==> src/rtl/mul_div_unit_pkg.sv <==
// Shared definitions for the iterative multiply/divide unit and the ALU
// control decode that issues operations to it.
package mul_div_unit_pkg;

  localparam int unsigned DATA_W = 32;

  localparam logic MODE_MUL = 1'b0;
  localparam logic MODE_DIV = 1'b1;

  typedef enum logic [1:0] {
    IDLE,
    MUL,
    DIV,
    OUT
  } state_e;

endpackage

==> src/rtl/mul_div_unit.sv <==
// Iterative unsigned multiplier (shift-add) / divider (restoring), one
// operation at a time, fixed DATA_W-iteration latency, registered result.
module mul_div_unit
  import mul_div_unit_pkg::*;
(
  input  logic                  clk,
  input  logic                  rst_n,
  input  logic                  valid,
  input  logic                  mode,
  input  logic [DATA_W-1:0]     in_A,
  input  logic [DATA_W-1:0]     in_B,
  output logic                  ready,
  output logic [2*DATA_W-1:0]   out
);

  localparam int unsigned        CNT_W    = $clog2(DATA_W);
  localparam logic [CNT_W-1:0]   CNT_LAST = CNT_W'(DATA_W - 1);

  state_e                  state_q, state_d;
  logic [CNT_W-1:0]        cnt_q, cnt_d;
  logic [2*DATA_W-1:0]     shreg_q, shreg_d;
  logic [DATA_W-1:0]       b_q, b_d;
  logic [2*DATA_W-1:0]     out_q, out_d;
  logic                    ready_q, ready_d;

  logic                    alu_sub;
  logic [DATA_W:0]         alu_a, alu_b;
  logic [DATA_W+1:0]       alu_res;
  logic [2*DATA_W-1:0]     shreg_step;

  // Shared 33-bit adder: divide subtracts B from the left-shifted upper half
  // (keeping the bit shifted out of shreg), multiply conditionally adds B.
  // alu_res[DATA_W+1] is the no-borrow flag when subtracting.
  always_comb begin
    alu_sub = (state_q == DIV);
    if (alu_sub) begin
      alu_a = shreg_q[2*DATA_W-1:DATA_W-1];
      alu_b = ~{1'b0, b_q};
    end else begin
      alu_a = {1'b0, shreg_q[2*DATA_W-1:DATA_W]};
      alu_b = shreg_q[0] ? {1'b0, b_q} : '0;
    end
    alu_res = {1'b0, alu_a} + {1'b0, alu_b} + (DATA_W+2)'(alu_sub);

    if (alu_sub) begin
      shreg_step = alu_res[DATA_W+1] ? {alu_res[DATA_W-1:0], shreg_q[DATA_W-2:0], 1'b1}
                                     : {shreg_q[2*DATA_W-2:0], 1'b0};
    end else begin
      shreg_step = {alu_res[DATA_W:0], shreg_q[DATA_W-1:1]};
    end
  end

  // NOTE: every *_d gets a default before the case so no path leaves it
  // unassigned; otherwise synthesis infers a latch.
  always_comb begin
    state_d = state_q;
    cnt_d   = cnt_q;
    shreg_d = shreg_q;
    b_d     = b_q;
    out_d   = out_q;
    ready_d = 1'b0;

    case (state_q)
      IDLE: begin
        if (valid) begin
          b_d     = in_B;
          shreg_d = {{DATA_W{1'b0}}, in_A};
          cnt_d   = '0;
          state_d = (mode == MODE_DIV) ? DIV : MUL;
        end
      end
      MUL, DIV: begin
        shreg_d = shreg_step;
        cnt_d   = cnt_q + CNT_W'(1);
        if (cnt_q == CNT_LAST) begin
          state_d = OUT;
          out_d   = shreg_step;
          ready_d = 1'b1;
        end
      end
      OUT: begin
        state_d = IDLE;
      end
      default: begin
        state_d = IDLE;
      end
    endcase
  end

  // NOTE: state uses non-blocking assignments so every flop samples the
  // pre-edge values; blocking here would create order-dependent simulation.
  always_ff @(posedge clk) begin
    if (!rst_n) begin
      state_q <= IDLE;
      cnt_q   <= '0;
      shreg_q <= '0;
      b_q     <= '0;
      out_q   <= '0;
      ready_q <= 1'b0;
    end else begin
      state_q <= state_d;
      cnt_q   <= cnt_d;
      shreg_q <= shreg_d;
      b_q     <= b_d;
      out_q   <= out_d;
      ready_q <= ready_d;
    end
  end

  assign out   = out_q;
  assign ready = ready_q;

endmodule

==> config.mk <==
export PLATFORM = sky130hd
export DESIGN_NAME = mul_div_unit
export DESIGN_NICKNAME = d
export VERILOG_FILES = /design/src/rtl/mul_div_unit_pkg.sv /design/src/rtl/mul_div_unit.sv
export SDC_FILE = /design/constraint.sdc
export NUM_CORES = 1
export LEC_CHECK = 0
export CAP_MARGIN = 0
export CORE_ASPECT_RATIO = 0.7
export CORE_UTILIZATION = 53
export DETAILED_ROUTE_END_ITERATION = 6
export MAX_ROUTING_LAYER = met4
export PLACE_DENSITY_LB_ADDON = 0.25
export SETUP_SLACK_MARGIN = 0.1
export SLEW_MARGIN = 20
export SYNTH_ARGS = -nofsm -noshare
export SYNTH_HDL_FRONTEND = slang
export SYNTH_SLANG_ARGS = --single-unit
==> constraint.sdc <==
create_clock -name clk -period 10.9 [get_ports clk]
set_input_delay 1.635 -clock clk [delete_from_list [all_inputs] [get_ports clk]]
set_output_delay 1.635 -clock clk [all_outputs]
set_load 0.01 [all_outputs]
After elaboration in Yosys (flattened, before gate mapping)
Index checks and enable logic that the tools add are counted.
- order comparisons: 0
- mux-type cells: 14
- shifts and indexed selects: 0
- equality and inequality tests: 6
- div/mod/pow operators: 0
- add/sub/neg operators: 3
- $mul: 0
- bitwise logic cells: 1
- reductions and logical operators: 8
- operator list (cell ; count):
    $mux W64 ; 3
    $pmux W64 S2 ; 1
    $mux W33 ; 2
    $add A33 B33 Y34 ; 1
    $add A34 B1 Y34 ; 1
    $not A32 Y33 ; 1
    $mux W32 ; 1
    $pmux W5 S2 ; 1
    $reduce_and A2 Y1 ; 5
    $mux W2 ; 3
    $pmux W2 S3 ; 1
    $add A5 B1 Y5 const B ; 1
    $eq A5 B5 Y1 const B ; 1
    $mux W5 ; 1
    $eq A2 B2 Y1 const B ; 2
    $ne A2 B2 Y1 const B ; 2
    $eq A2 B1 Y1 const B ; 1
    $logic_not A2 Y1 ; 1
    $reduce_bool A2 Y1 ; 1
    $reduce_or A2 Y1 ; 1
    $mux W1 ; 1
- memories: 0
- latch bits: 0
- register bits after elaboration: 168
- bits in read-only memories: 0
- memory bits (writable): 0
- bits of input ports: 68

Logic depth before layout (Yosys ltp)
Gate-level depths: netlist of the first run.
- depth after elaboration: 7
- mapped depth: 19
- mapped depth without buffers: 15

Least setup slack after synthesis of the first run
OpenSTA, ideal clock, no wires.
- kind: register to register
- start: reg state_q[0]
- end: reg shreg_q[50]
- arrival: 4359 ps
- stages on the path, launching flop included: 20
- data required time: 10772 ps
- path slack: 6412 ps
- setup time: 128 ps
- clock period less this slack: 4488 ps
- cell sequence: dfxtp_1 inv_1 ha_1 buf_2 buf_1 clkbuf_1 buf_1 mux2_2 ha_1 buf_4 a21oi_1 o21ai_0 a22o_1 nor3_2 o211ai_4 o21ai_2 buf_2 nor2_1 a211oi_1 o21ai_0
- cells in the longest elaborated chain, start to end: 7
- elaborated cells between the ends (all ways): 14
- RTL lines (element ; line ; text):
    start: declaration ; mul_div_unit.sv:19 ; state_e state_q, state_d;
    start signal: assignment ; mul_div_unit.sv:101 ; state_q <= state_d;
    $eq A2 B2 Y1 ; mul_div_unit.sv:35, mul_div_unit.sv:63 ;
    $mux W33 ; mul_div_unit.sv:36 ; if (alu_sub) begin
    $add A33 B33 Y34 ; mul_div_unit.sv:43 ; alu_res = {1'b0, alu_a} + {1'b0, alu_b} + (DATA_W+2)'(alu_sub);
    $add A34 B1 Y34 ; mul_div_unit.sv:43 ;
    $mux W64 ; mul_div_unit.sv:46 ; shreg_step = alu_res[DATA_W+1] ? {alu_res[DATA_W-1:0], shreg_q[DATA_W-2:0], 1'b1}
    $mux W64 ; mul_div_unit.sv:45 ; if (alu_sub) begin
    $pmux W64 S2 ; mul_div_unit.sv:63 ; case (state_q)
    end signal: assignment ; mul_div_unit.sv:103 ; shreg_q <= shreg_d;
    end: declaration ; mul_div_unit.sv:21 ; logic [2*DATA_W-1:0] shreg_q, shreg_d;
Several ways; a longest one is shown, not always the timed one.
A chain may end at the register's enable or synchronous reset.

Final worst setup path of the first run
- start: reg state_q[0]
- end: reg shreg_q[62]
The elaborated chain is that of the path after synthesis.

==> impl_metrics.csv, run 1 <==
group,metric,value,unit
critical_path,worst_r2r_startpoint,"state_q[0]",
logic_synthesis,synth_edf_count,0,
logic_synthesis,synth_cell_type_count,64,
finish,insertedDiodeCount,0,
timing,pnr_worst_setup_slack,5.81,ns
route,first_iter_violations,709,
logic_synthesis,synth_area_per_cell,8.16,sq um
placement,finalWeightedCongestion,1.01,
logic_synthesis,synthesized_instance_count,1157,
timing,clock_skew,0.00966,ns
floorplanning,fp.dieW,162,microns
route,number_of_detailed_route_iterations_in_the_first_pass,7,
placement,dp_slack,5.89,ns
route,dr.max_layer_used,"met4",
floorplanning,core_area,17300,sq um
status,violations,"DRC",
global_route,grt_use_total,0.289,
global_route,grt-ovfl-total,0,
timing,hold_viol_final,0,
placement,place_hpwl,17.4,mm
cts,tritoncts,"yes",
floorplanning,num_rows,40,
timing,finalSetupViolCount,0,
critical_path,required_time_of_the_worst_setup_path,11.19,ns
finish,fillers,1512,
power_and_ir_drop,cellLeakagePower,4.20,nW
global_route,grt_pass1_vias,8180,
critical_path,crit_path_max_incr_delay,0.69,ns
floorplanning,floorplan.io_pins,133,
floorplanning,dieHeight,114,microns
critical_path,worst_path_max_delay_cell,"sky130_fd_sc_hd__clkinv_1",
power_and_ir_drop,power.density,221,nW/um^2
route,routed_wirelength,25.2,mm
logic_synthesis,mappedNetlistArea,9440,sq um
finish,layout-drive-gt1-share,0.100,
power_and_ir_drop,ir_drop,0.141,mV
global_route,wire_length_of_the_first_global_routing_pass,41.4,mm
cts,clock_tree.root_cell,"sky130_fd_sc_hd__clkbuf_16",
timing,fin_crit,5.09,ns
cts,clock_buffers_created_by_tritoncts,17,
cts,clk_latency,0.44,ns
critical_path,critical_path_buf_inv_count,2,
timing,fmaxAchievable,197,MHz
worst_hold_path,min-delay-path-class,"reg -> reg",
logic_synthesis,ys_dominant_reg_cell,"sky130_fd_sc_hd__dfxtp_1",
run,maxCapViolCount,0,
cts,cts-root-to-sink-buffers,2,
global_route,grt_max_degree,117,
timing,fin_crit_sh,0.467,
critical_path,critPathCaptureType,"flop",
cts,cts_sinks,168,
logic_synthesis,synth_fp_nets,1263,
logic_synthesis,ys_seq_area_frac,0.356,
cts,cts.clk_slew.worst_paths,0.07,ns
timing,fin_tns_setup,0,ns
placement,port_buffers,132,
finish,stdcell_area,11400,sq um
critical_path,crit_family,"adder cells",
cts,level_count_of_the_clock_h_tree,4,
route,routed-wl-met3,1.55,mm
timing,rsz0062_at_grt,"false",
placement,placedInstanceArea,10800,sq um
route,detailed_routing_wirelength_on_met1,12.0,mm
power_and_ir_drop,total_power,0.00252,W
logic_synthesis,synth.ff_latch_count,168,
critical_path,critical_path_maximum_fanout,36,
critical_path,critical_path.cell_chain,"inv_1 -> ha_4 -> clkinv_1 -> fa_1 -> fa_1 -> and2b_1 -> o2111ai_1 -> a21oi_1 -> o21ai_0 -> a2111oi_0 -> nor2_1 -> xnor2_1 -> a222oi_1 -> o21ai_0",
critical_path,worst_setup_path_start_kind,"flop",
route,post-route-drc-count,3,
finish,nets,1339,
cts,holdBufCountCts,0,
logic_synthesis,ys.warnings.count,0,
finish,areaGrowthSynthToFinish,21.0,%
critical_path,setup.worst_path.class,"reg -> reg",
floorplanning,starting_density_of_the_core,0.547,
route,ant_nets,0,
route,vias,8686,
worst_hold_path,hold_start,"b_q[23]",
timing,timing.final.max_slew_violations,0,
floorplanning,floorplan.die_area,18400,sq um
timing,slew_headroom,0.389,
critical_path,crit_start,"state_q[0]",
route,wl_met2,11.3,mm
timing,max_slew.worst_pin.slew,0.917,ns
global_route,antenna_found_initial,0,
critical_path,critPathArrivalTime,5.37,ns
cts,cts.repair.resized,0,
route,wl_per_cell,17.1,microns
logic_synthesis,asyncSetResetFlopFracSynth,0,
status,run_status,"finished with violations",
cts,post_cts.repair.setup_buffers,0,
route,via_per_inst,5.88,
[where the power goes]
group | internal (W) | total, W | leakage (nW) | switching (W)
Clock | 0.000313 | 0.000604 | 0.291 | 0.000291
Combinational | 0.000429 | 0.00115 | 2.54 | 0.000720
Sequential | 0.000699 | 0.000770 | 1.36 | 0.0000708
Total | 0.00144 | 0.00252 | 4.20 | 0.00108
[worst register-to-register path: cells and delay by family (launching register included)]
kind	cells	cell delay, ns
adders and majority gates	3	1.66
DFF	1	0.31
AOI/OAI and AO/OA	6	1.67
buffers and inverters	2	0.84
xor gates and xnor gates	1	0.16
and+or+nand+nor	2	0.33
[through the flow]
step	instances	hold slack [ns]	utilization
2_1_floorplan	1157	0.432	-
3_3_place_gp	1444	0.450	0.626
3_5_place_dp	1444	0.453	0.626
4_1_cts	1476	0.464	0.660
5_1_grt	1477	0.488	0.662
6_report	1477	0.462	0.662
[placed cells by master, fill, tap and decap left out, types with 6 or more instances in the layout]
cell type / instances
sky130_fd_sc_hd__clkbuf_16: 17
sky130_fd_sc_hd__nor2b_1: 26
sky130_fd_sc_hd__clkdlybuf4s50_1: 132
sky130_fd_sc_hd__xor2_1: 10
sky130_fd_sc_hd__buf_4: 11
sky130_fd_sc_hd__a22oi_1: 7
sky130_fd_sc_hd__a21o_1: 7
sky130_fd_sc_hd__nand3_1: 10
sky130_fd_sc_hd__a31oi_1: 7
sky130_fd_sc_hd__nand2b_1: 8
sky130_fd_sc_hd__o21a_1: 6
sky130_fd_sc_hd__a22o_1: 8
sky130_fd_sc_hd__nor2_1: 128
sky130_fd_sc_hd__a21oi_1: 128
sky130_fd_sc_hd__inv_8: 7
sky130_fd_sc_hd__nor3_1: 8
sky130_fd_sc_hd__inv_1: 17
sky130_fd_sc_hd__a221oi_1: 8
sky130_fd_sc_hd__dfxtp_1: 168
sky130_fd_sc_hd__xnor2_1: 20
sky130_fd_sc_hd__ha_1: 34
sky130_fd_sc_hd__nand2_1: 137
sky130_fd_sc_hd__a211oi_1: 74
sky130_fd_sc_hd__mux2i_1: 37
sky130_fd_sc_hd__mux2_2: 61
sky130_fd_sc_hd__o21ai_0: 80
[cell usage after synthesis (6+ instances only)]
library cell,number,area [sq um]
sky130_fd_sc_hd__dfxtp_1,168,3360
sky130_fd_sc_hd__nand2_1,137,514
sky130_fd_sc_hd__nor2_1,129,484
sky130_fd_sc_hd__a21oi_1,128,641
sky130_fd_sc_hd__o21ai_0,80,400
sky130_fd_sc_hd__a211oi_1,74,556
sky130_fd_sc_hd__clkbuf_1,67,251
sky130_fd_sc_hd__mux2_2,61,687
sky130_fd_sc_hd__mux2i_1,37,370
sky130_fd_sc_hd__ha_1,36,450
sky130_fd_sc_hd__nor2b_1,26,163
sky130_fd_sc_hd__xnor2_1,20,175
sky130_fd_sc_hd__inv_1,17,63.8
sky130_fd_sc_hd__nand3_1,10,50.1
sky130_fd_sc_hd__nor3_1,10,50.1
sky130_fd_sc_hd__xor2_1,10,87.6
sky130_fd_sc_hd__buf_2,9,45.0
sky130_fd_sc_hd__a221oi_1,8,70.1
sky130_fd_sc_hd__a22o_1,8,70.1
sky130_fd_sc_hd__buf_1,8,30.0
sky130_fd_sc_hd__nand2b_1,8,50.1
sky130_fd_sc_hd__a21o_1,7,52.6
sky130_fd_sc_hd__a22oi_1,7,52.6
sky130_fd_sc_hd__a31oi_1,7,43.8
sky130_fd_sc_hd__o21a_1,6,45.0
[layer usage]
| layer | GRT usage | vias up |
|---|---|---|
| li1 | - | 4314 |
| met1 | 0.387 | 4049 |
| met2 | 0.455 | 293 |
| met3 | 0.0436 | 30 |
| met4 | 0.0774 | 0 |
| met5 | - | - |
[worst paths after layout]
kind | to | depth (start not counted) | slack, ns
setup / recovery | shreg_q[62] | 14 | 5.81
hold / removal | b_q[23] | 2 | 0.46
setup reg to reg | shreg_q[62] | 14 | 5.81
hold reg to reg | b_q[23] | 2 | 0.46
[sequential cells by signal (all words and copies together) (netlist names)]
register,count
ready,1
cnt_q,5
b_q,32
shreg_q,64
state_q,2
out,64
[cell families after synthesis]
logic type / after synthesis / synth area share
compound gates: 372 / 0.250
simple gates: 345 / 0.158
flops: 168 / 0.356
buf+inv: 106 / 0.0447
mux: 98 / 0.112
fa+ha+maj: 38 / 0.0520
xor+xnor: 30 / 0.0278
[area by class of cell]
type                       count  area [sq um]  share of cell area
inverter                      19          71.3             0.00624
multi-input combinational    883          5690               0.498
clock inverter                14           148              0.0129
clock buffer                  18           439              0.0384
tap                          231           289              0.0253
sequential                   168          3360               0.294
timing repair buffer         144          1420               0.125
(Power assumes the default switching activity.)
==> run 2, diff against run 1 <==
CORE_UTILIZATION = 50   (was 53)
clock period = 4.3 ns   (was 10.9 ns; I/O delays follow)
==> impl_metrics.csv, run 2 (synthesized netlist as in run 1, its figures left out) <==
group,metric,value,unit
critical_path,setup.worst_path.class,"reg -> reg",
critical_path,required_time_of_the_worst_setup_path,4.59,ns
status,violations,"DRC",
timing,clock_skew,0.0118,ns
critical_path,critical_path_maximum_fanout,23,
timing,fin_crit_sh,0.930,
finish,layout-drive-gt1-share,0.135,
critical_path,rr_endpoint,"shreg_q[57]",
finish,multi_input_gate_area,5730,sq um
placement,finalWeightedCongestion,0.962,
critical_path,worst_setup_path_start_kind,"flop",
route,ant_nets,0,
critical_path,worst_r2r_startpoint,"state_q[0]",
floorplanning,floorplan.io_pins,133,
floorplanning,core_area,18300,sq um
cts,cts-root-to-sink-buffers,2,
global_route,grt_pass1_vias,8159,
timing,slew_headroom,0.324,
status,run_status,"finished with violations",
cts,cts_sinks,168,
power_and_ir_drop,power.density,569,nW/um^2
run,maxCapViolCount,0,
critical_path,rrSetupSlack,0.30,ns
global_route,wire_length_of_the_first_global_routing_pass,42.1,mm
finish,final_common_cell,"sky130_fd_sc_hd__dfxtp_1",
finish,fillers,1552,
route,wl_per_cell,17.4,microns
cts,clk_latency,0.44,ns
finish,sequential_cell_area,3360,sq um
worst_hold_path,min-delay-path-class,"reg -> reg",
timing,fin_tns_setup,0,ns
finish,nets,1380,
timing,fin_worst_hold_slack,0.461,ns
power_and_ir_drop,combinationalPowerShare,0.473,
route,number_of_detailed_route_iterations_in_the_first_pass,7,
route,vias,8762,
floorplanning,fp.dieW,166,microns
timing,timing.final.max_slew_violations,0,
floorplanning,dieHeight,117,microns
timing,fin_crit,4.00,ns
route,post-route-drc-count,7,
timing,fmaxAchievable,250,MHz
global_route,grt_use_total,0.282,
critical_path,worst_r2r_path_depth,14,
worst_hold_path,depth_of_the_worst_hold_timing_path,2,
power_and_ir_drop,cell_internal_pwr,0.00390,W
timing,hold_viol_final,0,
critical_path,critPathArrivalTime,4.29,ns
finish,final_cell_mix,"167 x sky130_fd_sc_hd__dfxtp_1, 137 x sky130_fd_sc_hd__nand2_1, 132 x sky130_fd_sc_hd__clkdlybuf4s50_1",
cts,level_count_of_the_clock_h_tree,4,
power_and_ir_drop,sequentialPowerShare,0.289,
critical_path,crit_start,"state_q[0]",
timing,max_slew.worst_pin.slew,1.01,ns
finish,insertedDiodeCount,0,
cts,clock_buffers_created_by_tritoncts,17,
global_route,grt_max_degree,84,
cts,tritoncts,"yes",
route,routed_wirelength,26.4,mm
cts,cts.clk_slew.worst_paths,0.07,ns
route,first_iter_violations,844,
route,via_per_inst,5.75,
power_and_ir_drop,power.clock.fraction,0.239,
timing,rsz0062_at_grt,"false",
power_and_ir_drop,cellLeakagePower,4.44,nW
worst_hold_path,hold_start,"b_q[9]",
power_and_ir_drop,ir_drop,0.407,mV
power_and_ir_drop,power.switching,0.00285,W
power_and_ir_drop,power.share.switching,0.423,
worst_hold_path,whs_endpoint,"b_q[9]",
critical_path,critPathCaptureType,"flop",
floorplanning,num_rows,41,
floorplanning,starting_density_of_the_core,0.517,
placement,place_hpwl,18.7,mm
cts,clock_tree.root_cell,"sky130_fd_sc_hd__clkbuf_16",
global_route,antenna_found_initial,0,
floorplanning,floorplan.die_area,19400,sq um
finish,areaGrowthSynthToFinish,25.6,%
global_route,grt-ovfl-total,0,
placement,port_buffers,132,
timing,finalSetupViolCount,0,
run 2: timing repair:
item / in CTS / in global routing
endpoints found under the setup margin: 4 / 36
resized for setup: 1 / 16
cloned: 0 / 0
pin swaps: 0 / 6
hold buffers: 0 / 0
hold endpoints to repair: 0 / 0
buffers inserted: 0 / 5
run 2: how the worst max path moves through the flow:
stage,endpoint,slack (ns),cells past startpoint
global placement,shreg_q[62],0.18,16
detailed placement,shreg_q[62],0.1,16
global route,shreg_q[57],0.13,14
floorplan,shreg_q[50],0.13,19
CTS,shreg_q[53],0.11,15
finish,shreg_q[57],0.30,14
run 2: power groups by stage:
| stage | Sequential (W) | Combinational, W | Clock (W) |
|---|---|---|---|
| after detailed placement | 0.00197 | 0.00306 | 0 |
| after floorplan | 0.00192 | 0.00226 | 0 |
| final | 0.00195 | 0.00319 | 0.00161 |
| after global placement | 0.00197 | 0.00303 | 0 |
| after CTS | 0.00194 | 0.00308 | 0.00163 |
| after global routing | 0.00198 | 0.00349 | 0.00170 |
run 2: layout make-up:
cell class,instances,area share
clock buffer,17,0.0359
tap,236,0.0249
sequential,168,0.284
inverter,19,0.00601
clock inverter,15,0.0165
multi-input combinational,883,0.483
timing repair buffer,185,0.150
run 2: critical path, stage by stage (launching register included):
cell	delay, ns
sky130_fd_sc_hd__dfxtp_1	0.32
sky130_fd_sc_hd__inv_2	0.11
sky130_fd_sc_hd__ha_4	0.26
sky130_fd_sc_hd__buf_12	0.20
sky130_fd_sc_hd__mux2_2	0.37
sky130_fd_sc_hd__ha_1	0.42
sky130_fd_sc_hd__nand2_1	0.12
sky130_fd_sc_hd__or3_1	0.43
sky130_fd_sc_hd__nor4_1	0.35
sky130_fd_sc_hd__o21ai_0	0.25
sky130_fd_sc_hd__nand4_1	0.18
sky130_fd_sc_hd__a21oi_1	0.10
sky130_fd_sc_hd__xnor2_1	0.17
sky130_fd_sc_hd__a222oi_1	0.42
sky130_fd_sc_hd__o21ai_0	0.16
run 2: stage by stage:
stage	setup WS [ns]	total power (W)	util	cell area (sq um)	instances
final	0.301	0.00675	0.649	11900	1523
after global routing	0.127	0.00716	0.649	11900	1523
after CTS	0.105	0.00666	0.644	11800	1518
after detailed placement	0.0965	0.00504	0.610	11100	1486
after global placement	0.182	0.00501	0.610	11100	1486
after floorplan	0.133	0.00418	-	9440	1157
run 2: routing by layer:
metal  up-vias  routed length (microns)  GRT usage
met5         -                        0          -
li1       4403                        -          -
met3        30                     1360     0.0350
met2       242                    11500      0.431
met1      4087                    13200      0.388
met4         0                      405     0.0907
==> run 3, diff against run 2 <==
SKIP_LAST_GASP = 1   (was default)
==> results of run 3 <==
Final layout, timing and power as in run 2 (identical DEF).
